File: src/rtl/pipe_add.sv
// Pipelined segmented adder: WIDTH-bit a+b+ci, one SEG-bit segment per stage, valid/ready on both ends.
// Optional subtract mode and signed-overflow output when PIPE_ADD_SUB_EN is defined.
module pipe_add #(
    parameter int WIDTH = 32,
    parameter int SEG   = 8
) (
    input  logic             clk,
    input  logic             rst_n,
    input  logic             in_valid,
    output logic             in_ready,
    input  logic [WIDTH-1:0] a,
    input  logic [WIDTH-1:0] b,
    input  logic             ci,
`ifdef PIPE_ADD_SUB_EN
    input  logic             sub,
`endif
    output logic             out_valid,
    input  logic             out_ready,
    output logic [WIDTH-1:0] s,
`ifdef PIPE_ADD_SUB_EN
    output logic             co,
    output logic             ovf
`else
    output logic             co
`endif
);
    localparam int NSTG = WIDTH / SEG;
    localparam int SW   = SEG + 1;

    // Index k of these arrays is what stage k consumes; index k+1 is what stage k holds.
    logic [WIDTH-1:0] opa_w [NSTG];
    logic [WIDTH-1:0] opb_w [NSTG];
    logic [WIDTH-1:0] sum_w [NSTG+1];
    logic [NSTG:0]    cy_w;
    logic [NSTG:0]    vld_w;
    logic [NSTG:0]    rdy;

    assign opa_w[0] = a;
    assign sum_w[0] = '0;
    assign vld_w[0] = in_valid;
`ifdef PIPE_ADD_SUB_EN
    // Subtract as a + ~b + 1; the external carry-in is ignored in that mode.
    assign opb_w[0] = sub ? ~b : b;
    assign cy_w[0]  = sub | ci;
`else
    assign opb_w[0] = b;
    assign cy_w[0]  = ci;
`endif

    always_comb begin
        rdy       = '0;
        rdy[NSTG] = out_ready;
        for (int k = NSTG - 1; k >= 0; k--) begin
            rdy[k] = !vld_w[k+1] | rdy[k+1];
        end
    end

    assign in_ready  = rdy[0];
    assign out_valid = vld_w[NSTG];
    assign s         = sum_w[NSTG];
    assign co        = cy_w[NSTG];

    for (genvar k = 0; k < NSTG; k++) begin : g_stg
        logic [SEG:0]     seg_sum;
        logic             v_q;
        logic             c_q;
        logic [WIDTH-1:0] s_q;

        assign seg_sum = {1'b0, opa_w[k][SEG-1:0]} + {1'b0, opb_w[k][SEG-1:0]} + SW'(cy_w[k]);

        always_ff @(posedge clk or negedge rst_n) begin
            if (!rst_n) begin
                v_q <= 1'b0;
                c_q <= 1'b0;
                s_q <= '0;
            end else if (rdy[k]) begin
                v_q <= vld_w[k];
                c_q <= seg_sum[SEG];
                s_q <= sum_w[k] | (WIDTH'(seg_sum[SEG-1:0]) << (SEG * k));
            end
        end

        assign vld_w[k+1] = v_q;
        assign cy_w[k+1]  = c_q;
        assign sum_w[k+1] = s_q;

        // Remaining operand segments travel shifted down so the next segment is always at bit 0.
        if (k < NSTG - 1) begin : g_fwd
            logic [WIDTH-1:0] a_q;
            logic [WIDTH-1:0] b_q;

            always_ff @(posedge clk or negedge rst_n) begin
                if (!rst_n) begin
                    a_q <= '0;
                    b_q <= '0;
                end else if (rdy[k]) begin
                    a_q <= opa_w[k] >> SEG;
                    b_q <= opb_w[k] >> SEG;
                end
            end

            assign opa_w[k+1] = a_q;
            assign opb_w[k+1] = b_q;
        end

`ifdef PIPE_ADD_SUB_EN
        if (k == NSTG - 1) begin : g_ovf
            logic ovf_q;

            always_ff @(posedge clk or negedge rst_n) begin
                if (!rst_n) begin
                    ovf_q <= 1'b0;
                end else if (rdy[k]) begin
                    ovf_q <= (opa_w[k][SEG-1] == opb_w[k][SEG-1]) && (seg_sum[SEG-1] != opa_w[k][SEG-1]);
                end
            end

            assign ovf = ovf_q;
        end
`endif
    end

endmodule

File: config.mk
export PLATFORM = sky130hd
export DESIGN_NAME = pipe_add
export DESIGN_NICKNAME = d
export VERILOG_FILES = /design/src/rtl/pipe_add.sv
export SDC_FILE = /design/constraint.sdc
export NUM_CORES = 1
export LEC_CHECK = 0
export ABC_CLOCK_PERIOD_IN_PS = 6400
export BUFFER_PORTS_ARGS = -buffer_cell sky130_fd_sc_hd__buf_2
export CAP_MARGIN = 40
export CORE_MARGIN = 8
export CORE_UTILIZATION = 60
export CTS_BUF_LIST = sky130_fd_sc_hd__clkbuf_8
export DETAILED_ROUTE_END_ITERATION = 12
export PLACE_DENSITY = 0.85
export SLEW_MARGIN = 10
export SYNTH_ARGS = -nofsm -noshare
export SYNTH_HDL_FRONTEND = slang
export SYNTH_SLANG_ARGS = --single-unit
File: constraint.sdc
create_clock -name clk -period 6.4 [get_ports clk]
set_clock_uncertainty 0.15 [all_clocks]
set_input_delay 0.32 -clock clk [delete_from_list [all_inputs] [get_ports clk]]
set_output_delay 0.32 -clock clk [all_outputs]
set_load 0.02 [all_outputs]
; ---- Yosys cells after proc, flatten, opt, wreduce, memory -nomap -nowiden
; Index checks and enable logic that the tools add are counted.
[totals]
input_bits = 69
romBits = 0
elab_cells = 37
memories = 0
ramBits = 0
out_inout_bits = 35
register_bits = 208
latchBits = 0
[op_classes]
muxes = 0
mul = 0
div = 0
reduce_logical = 4
shift = 0
eq_ne = 0
n_lt_le_gt_ge = 0
n_addsub = 8
n_bitwise = 7
[op_table]
columns = operator, count
row1 = $add A8 B8 Y9, 4
row2 = $add A9 B1 Y9, 4
row3 = $or A32 B24 Y32, 1
row4 = $or A32 B32 Y32, 1
row5 = $or A8 B16 Y16, 1
row6 = $logic_not A1 Y1, 4
row7 = $or A1 B1 Y1, 4

; ---- Depth between registers and ports, before layout
; Gate-level depths: netlist of run 1.
[logic_depth]
word_depth = 5
ltp_mapped = 8
depth_no_buf = 6

; ---- Worst setup path after synthesis of run 1
; Ideal clock, no wire load.
[synth_path]
path_kind = reg-to-reg
start = register g_stg[0].c_q
end = register g_stg[1].c_q
slack_ps = 4089
arrival_ps = 2041
required_time_ps = 6130
setup_time_ps = 120
synth_period_minus_slack_ps = 2311
stages_incl_launch_ff = 7
path_buffers = 0
cell_sequence = dfrtp_1 > fa_1 > fa_1 > a211oi_1 > o21a_1 > o21bai_1 > a31o_2
[synth_between]
elab_chain_len = 1
[synth_rtl]
columns = item, line
row1 = from (decl), 66  ; logic c_q;
row2 = from (signal assigned), 78  ; c_q <= seg_sum[SEG];
row3 = $add A9 B1 Y9, 69  ; assign seg_sum = {1'b0, opa_w[k][SEG-1:0]} + {1'b0, opb_w[k][SEG-1:0]} + SW'(cy_w[k]);
row4 = to (signal assigned), 78
row5 = to (decl), 66
; Every way passes these cells.
; A chain may end at the register's enable or synchronous reset.

; ---- Final worst setup path of run 1
[layout_path]
start = register g_stg[3].v_q, in the netlist out_valid
end = output port in_ready
[layout_between]
elab_chain_len = 5
[layout_rtl]
columns = item, line
row1 = from (decl), 65  ; logic v_q;
row2 = from (signal assigned), 77  ; v_q <= vld_w[k];
row3 = $logic_not A1 Y1, 54  ; rdy[k] = !vld_w[k+1] | rdy[k+1];
row4 = $or A1 B1 Y1 (4 in a row), 54
row5 = to (decl), 10  ; output logic in_ready,
; Every way passes these cells.

==> flow_summary.yaml, run 1 <==
run_status:
  run_status: "finished, final reports clean"
setup_path:
  crit_type: "reg2out"
  cp-end-kind: "output port"
  cp-start-kind: "flop"
  startpoint: "out_valid"
  crit_arrival_ns: 2.86
  crit_fanout: 58
  worstPathRequired_ns: 5.93
  timing.rr.start: "out_valid"
routing:
  drc_errors: 0
  drtIter0Drc: 629
  post_drt_wl_per_cell_um: 14.11
  dr.pass1.iters: 5
  vias_per_cell: 5.228
  met2_length_um: 8070
  wl_met1_um: 8357
  ant_nets: 0
  dr_wl_met3_um: 822
  dr_total_vias: 6514
  drt-total-wl_um: 17580
  routed.top_layer: "met4"
logic_synthesis:
  yosysTopAreaCellShare: 0.5594
  synthTopCellsByArea: "dfrtp_1, nand2_1, ha_1"
  synthArstFlopShare: 1.000
  synth_seq_area_share: 0.5594
  ys_dominant_reg_cell: "dfrtp_1"
  synth_edf_count: 0
  syn_avg_cell_area_um2: 9.006
  yosysTopAreaCell: "dfrtp_1"
  ys_warn_count: 0
  synth_cell_types: 53
  netlist_instances: 914
  synth_seq_cells: 184
  synth_nets: 1019
  syn_area_um2: 8232
die:
  coreArea_um2: 13670
  die_width_um: 133.1
  rows: 43
  io_pins: 104
  dieArea_um2: 17720
  start_util: 0.6024
  die_h_um: 133.1
grt:
  track_usage: 0.2101
  grt_pass1_wl_um: 30530
  grt_max_degree: 76
  antenna_found_initial: 0
  grt_pass1_vias: 6436
  grt_overflow: 0
timing:
  finalSetupViolations: 0
  drv_slew: 0
  worst_pin_slew_ns: 0.8035
  hold_viol: 0
  rsz0062_at_grt: "false"
  fin_crit_sh: 0.5203
  tns_ns: 0
  relSlewSlack: 0.4643
  worst_slack_ns: 3.070
  min_period_ns: 3.330
  fmax_ghz: 0.3003
clock_network:
  cts.sinks: 184
  cts_root_buf: "clkbuf_8"
  htree_levels: 4
  clock_insertion_delay_worst_skew_ns: 0.47
  post_cts_resized: 0
  numCtsBuffers: 17
  cts_buffer_depth: 2
  clk_pin_slew_ns: 0.09
  cts_tree: "built"
flow_run:
  cap_violations: 0
placement:
  place_ws_ns: 3.489
  dp_cells: 1167
  dp_hpwl_um: 11870
  io_buffers: 103
  routabilityCongestion: 0.8618
pwr:
  combinationalPowerShare: 0.295
  power.density_nw_per_um2: 341.9
  p_int_mw: 2.186
  sw_frac_of_total: 0.3456
  power.share.sequential: 0.485
  p_clk_frac: 0.220
  switching_power_mw: 1.154
  ir_drop_mv: 0.1379
  p_leak_nw: 5.098
worst_hold_path:
  hold_path.class: "in2reg"
  holdCritStartpoint: "b[7]"
cells_and_area:
  fillers: 1012
  diodes: 0
  final_nets: 1161
  area_delta_synth_final_pct: 18.68
  final_cells: 1246
  drive_gt1_frac: 0.1370
-- metrics by stage --
step / cell area (µm²) / utilization / total power, mW / hold WS, ns
final: 9769 / 0.7149 / 3.340 / 0.07404
after global routing: 9769 / 0.7149 / 3.560 / 0.1046
after CTS: 9769 / 0.7149 / 3.352 / 0.06995
after detailed placement: 8910 / 0.6520 / 2.604 / 0.1170
after global placement: 8862 / 0.6485 / 2.542 / 0.2947
after floorplan: 8232 / - / 2.275 / -0.1256
-- cell usage in the layout, fill, tap and decap left out, types with 3 or more instances in the layout --
cell / instances
a21oi_1: 13
xnor2_1: 5
a211oi_1: 15
a21o_1: 6
nor3_1: 6
dfrtp_1: 184
nand2b_1: 8
o21ai_0: 33
nand3b_1: 3
dlygate4sd3_1: 50
nand4b_1: 4
buf_4: 7
inv_1: 14
buf_2: 102
nand2_1: 479
clkbuf_8: 18
o21bai_1: 3
nor3b_1: 4
nor2_1: 11
ha_1: 28
fa_1: 8
o211ai_1: 9
clkinv_2: 4
o21a_1: 6
-- Yosys cell counts (all sizes together), types with 2 or more instances --
| cell type | n |
|---|---|
| a2111o | 2 |
| a211o | 2 |
| a211oi | 15 |
| a21o | 6 |
| a21oi | 13 |
| a221oi | 2 |
| and2 | 2 |
| and4b | 2 |
| buf | 16 |
| clkbuf | 23 |
| dfrtp | 184 |
| fa | 8 |
| ha | 28 |
| inv | 13 |
| nand2 | 479 |
| nand2b | 8 |
| nand3 | 2 |
| nand3b | 3 |
| nand4b | 4 |
| nor2 | 11 |
| nor3 | 6 |
| nor3b | 4 |
| o211a | 2 |
| o211ai | 9 |
| o21a | 6 |
| o21ai | 33 |
| o21bai | 3 |
| o31a | 2 |
| o31ai | 2 |
| xnor2 | 5 |
| xor2 | 2 |
-- routing by layer --
layer / up-vias / track usage
met3: 27 / 0.04405
met4: 0 / 0.07735
met1: 3055 / 0.2871
li1: 3261 / -
met2: 171 / 0.3261
met5: - / 0
-- worst max-delay path, stage by stage (launching register included) --
cell	delay, ns
dfrtp_1	0.41
and4b_2	0.37
buf_12	0.26
and2_4	0.59
inv_2	0.15
buf_4	0.32
buf_2	0.24
-- logic make-up (layout without fill, tap and decap cells) --
kind of cell	Yosys count	count (layout)	synth area share
simple gates	527	527	0.2554
compound gates	107	107	0.08801
flops	184	184	0.5594
mux	1	1	0.001216
xor+xnor	7	7	0.007448
fa+ha+maj	36	36	0.06202
buf+inv	52	204	0.02660
-- final timing paths --
path	to	slack, ns	cells after the start
min in group asynchronous	g_stg[0].c_q	0.18	2
min	g_stg[0].c_q	0.07	4
min reg2reg	s[23]	0.31	2
max in group asynchronous	g_stg[0].g_fwd.b_q[9]	4.77	3
max reg2reg	g_stg[0].s_q[7]	3.68	6
max	in_ready	3.07	6
-- power by group through the flow --
stage                     clock network (mW)  registers [mW]  logic (mW)
after floorplan                            0            1.71       0.567
after global placement                     0            1.63       0.915
after detailed placement                   0            1.64       0.960
after CTS                              0.742            1.62       0.989
after global routing                   0.788            1.66        1.11
final                                  0.734            1.62       0.986
-- sequential cells by signal (all words and copies together), names as in the netlist --
| register | count |
|---|---|
| g_stg.g_fwd.a_q | 48 |
| s | 32 |
| g_stg.v_q | 3 |
| co | 1 |
| out_valid | 1 |
| g_stg.s_q | 48 |
| g_stg.c_q | 3 |
| g_stg.g_fwd.b_q | 48 |
-- area by class of cell --
| cell class | count | area, µm² | share of cell area |
|---|---|---|---|
| inverters | 13 | 48.80 | 0.004995 |
| well taps | 180 | 225.2 | 0.02305 |
| multi-input cells | 678 | 3410 | 0.3490 |
| flip-flops and latches | 184 | 4604 | 0.4713 |
| repair buffers | 162 | 1122 | 0.1149 |
| clock buffers | 18 | 247.7 | 0.02536 |
| clock inverters | 11 | 111.4 | 0.01140 |
-- what timing repair did --
| action | CTS | global route |
|---|---|---|
| endpoints found under the hold margin | 93 | 0 |
| buffers inserted | 0 | 0 |
| hold buffers | 50 | 0 |
No activity file was read; power rests on OpenSTA's default activity.
==> run 2, diff against run 1 <==
--- a/config.mk
+++ b/config.mk
@@ -5,7 +5,7 @@
 export SDC_FILE = /design/constraint.sdc
 export NUM_CORES = 1
 export LEC_CHECK = 0
-export ABC_CLOCK_PERIOD_IN_PS = 6400
+export ABC_CLOCK_PERIOD_IN_PS = 3200
 export BUFFER_PORTS_ARGS = -buffer_cell sky130_fd_sc_hd__buf_2
 export CAP_MARGIN = 40
 export CORE_MARGIN = 8
==> constraint.sdc (replaced) <==
create_clock -name clk -period 3.2 [get_ports clk]
set_clock_uncertainty 0.15 [all_clocks]
set_input_delay 0.16 -clock clk [delete_from_list [all_inputs] [get_ports clk]]
set_output_delay 0.16 -clock clk [all_outputs]
set_load 0.02 [all_outputs]
==> run 2 against run 1 <==
Against the previous run: first-iteration DRC count fell by 17%; routed wire length is 3.8% higher; sequential share of layout area is 0.66 points lower; critical endpoint is now g_stg[2].c_q; flip-flop and latch count did not move; utilization rose by 1.0 points; setup slack worse by 2.4 ns; critical path depth is the same.
==> flow_summary.yaml, run 2 (synthesis gave the netlist of run 1 again) <==
run_status:
  run_status: "finished, final reports clean"
grt:
  grt_pass1_vias: 6655
  track_usage: 0.2147
  grt_pass1_wl_um: 31200
  grt_max_degree: 69
  antenna_found_initial: 0
  grt_overflow: 0
pwr:
  ir_drop_mv: 0.3131
  p_clk_frac: 0.235
  finalPower_mw: 6.840
  switching_power_mw: 2.343
  sw_frac_of_total: 0.3425
  power.share.sequential: 0.475
  combinationalPowerShare: 0.291
  p_int_mw: 4.497
  power.density_nw_per_um2: 690.3
  p_leak_nw: 5.167
setup_path:
  worstPathRequired_ns: 3.40
  crit_type: "reg2reg"
  crit_family: "compound AO/OA/AOI/OAI gates"
  crit_fanout: 3
  crit_buf_inv: 0
  cp_slowest_cell: "fa_1"
  cp-end-kind: "flop"
  max_stage_delay_ns: 0.48
  crit_chain: "fa_1 -> fa_1 -> a21oi_1 -> a2bb2oi_1 -> a221oi_1 -> o31a_1"
  crit_top_cell: "fa_1"
  cp-start-kind: "flop"
  crit_arrival_ns: 2.77
clock_network:
  post_cts_buffers: 0
  clock_insertion_delay_worst_skew_ns: 0.46
  post_cts_resized: 0
  numCtsBuffers: 17
  cts.sinks: 184
  ctsHoldBuffers: 58
  htree_levels: 4
  cts_root_buf: "clkbuf_8"
  cts_tree: "built"
  cts_buffer_depth: 2
  clk_pin_slew_ns: 0.09
die:
  coreArea_um2: 13670
  io_pins: 104
  dieArea_um2: 17720
  rows: 43
  start_util: 0.6024
  die_width_um: 133.1
  die_h_um: 133.1
placement:
  dp_cells: 1170
  io_buffers: 103
  dp_hpwl_um: 12080
  routabilityCongestion: 0.8617
timing:
  finalSetupViolations: 0
  hold_viol: 0
  fin_crit_sh: 0.8027
  relSlewSlack: 0.5840
  drv_slew: 0
  worst_pin_slew_ns: 0.6240
  fin_hold_ws_ns: 0.03263
  fmax_ghz: 0.3893
  tns_ns: 0
  min_period_ns: 2.569
  rsz0062_at_grt: "false"
cells_and_area:
  final_cells: 1260
  final_cell_mix: "nand2_1, dfrtp_1, buf_2"
  drive_gt1_frac: 0.1407
  largest_registers: "g_stg.g_fwd.a_q x48, g_stg.g_fwd.b_q x48, g_stg.s_q x48"
  diodes: 0
  final_nets: 1172
  area_delta_synth_final_pct: 20.37
  layout_commonest_cell: "nand2_1"
flow_run:
  cap_violations: 0
routing:
  post_drt_wl_per_cell_um: 14.48
  drc_errors: 0
  drtIter0Drc: 521
  dr.pass1.iters: 7
  vias_per_cell: 5.350
  dr_total_vias: 6741
  drt-total-wl_um: 18250
  ant_nets: 0
worst_hold_path:
  hold_path.class: "in2reg"
-- run 2: metrics by stage --
step | instance area (µm²) | utilization | setup WS, ns
floorplan | 8232 | - | 0.8886
global placement | 8912 | 0.6522 | 0.7631
CTS | 9908 | 0.7251 | 0.6567
detailed placement | 8912 | 0.6522 | 0.6845
global route | 9908 | 0.7251 | 0.5207
finish | 9908 | 0.7251 | 0.6315
-- run 2: worst register-to-register path, cell delays in order (launching register included) --
cell and delay [ns]:
dfrtp_1 0.42, fa_1 0.48, fa_1 0.42, a21oi_1 0.27
a2bb2oi_1 0.33, a221oi_1 0.13, o31a_1 0.25
-- run 2: per-layer routing --
| metal | track usage | up-vias | routed length (µm) |
|---|---|---|---|
| li1 | - | 3281 | - |
| met1 | 0.2811 | 3219 | 8152 |
| met2 | 0.3441 | 210 | 8690 |
| met3 | 0.05309 | 31 | 1116 |
| met4 | 0.07299 | 0 | 290 |
| met5 | 0 | - | 0 |
-- run 2: final cells by class --
type	instances	area, µm²
clock buffer	19	261.5
tap	180	225.2
timing repair buffer	173	1205
fill	997	3757
sequential	184	4604
inverter	13	48.80
multi-input combinational	678	3410
clock inverter	13	153.9
-- run 2: worst paths after layout --
path | start | to | slack (ns) | depth (start not counted)
hold reg to reg | g_stg[0].g_fwd.a_q[23] | g_stg[1].g_fwd.a_q[15] | 0.31 | 2
min in group asynchronous | rst_n | g_stg[0].s_q[6] | 0.09 | 2
setup reg to reg | g_stg[1].c_q | g_stg[2].c_q | 0.63 | 6
hold / removal | a[6] | g_stg[0].s_q[6] | 0.03 | 4
max in group asynchronous | rst_n | g_stg[2].s_q[16] | 2.00 | 3
setup / recovery | g_stg[1].c_q | g_stg[2].c_q | 0.63 | 6
-- run 2: power groups by stage --
stage | registers, mW | clock network, mW | logic, mW
floorplan | 3.42 | 0 | 1.13
global placement | 3.26 | 0 | 1.85
detailed placement | 3.29 | 0 | 1.91
CTS | 3.25 | 1.62 | 1.99
global route | 3.32 | 1.72 | 2.24
finish | 3.25 | 1.61 | 1.99
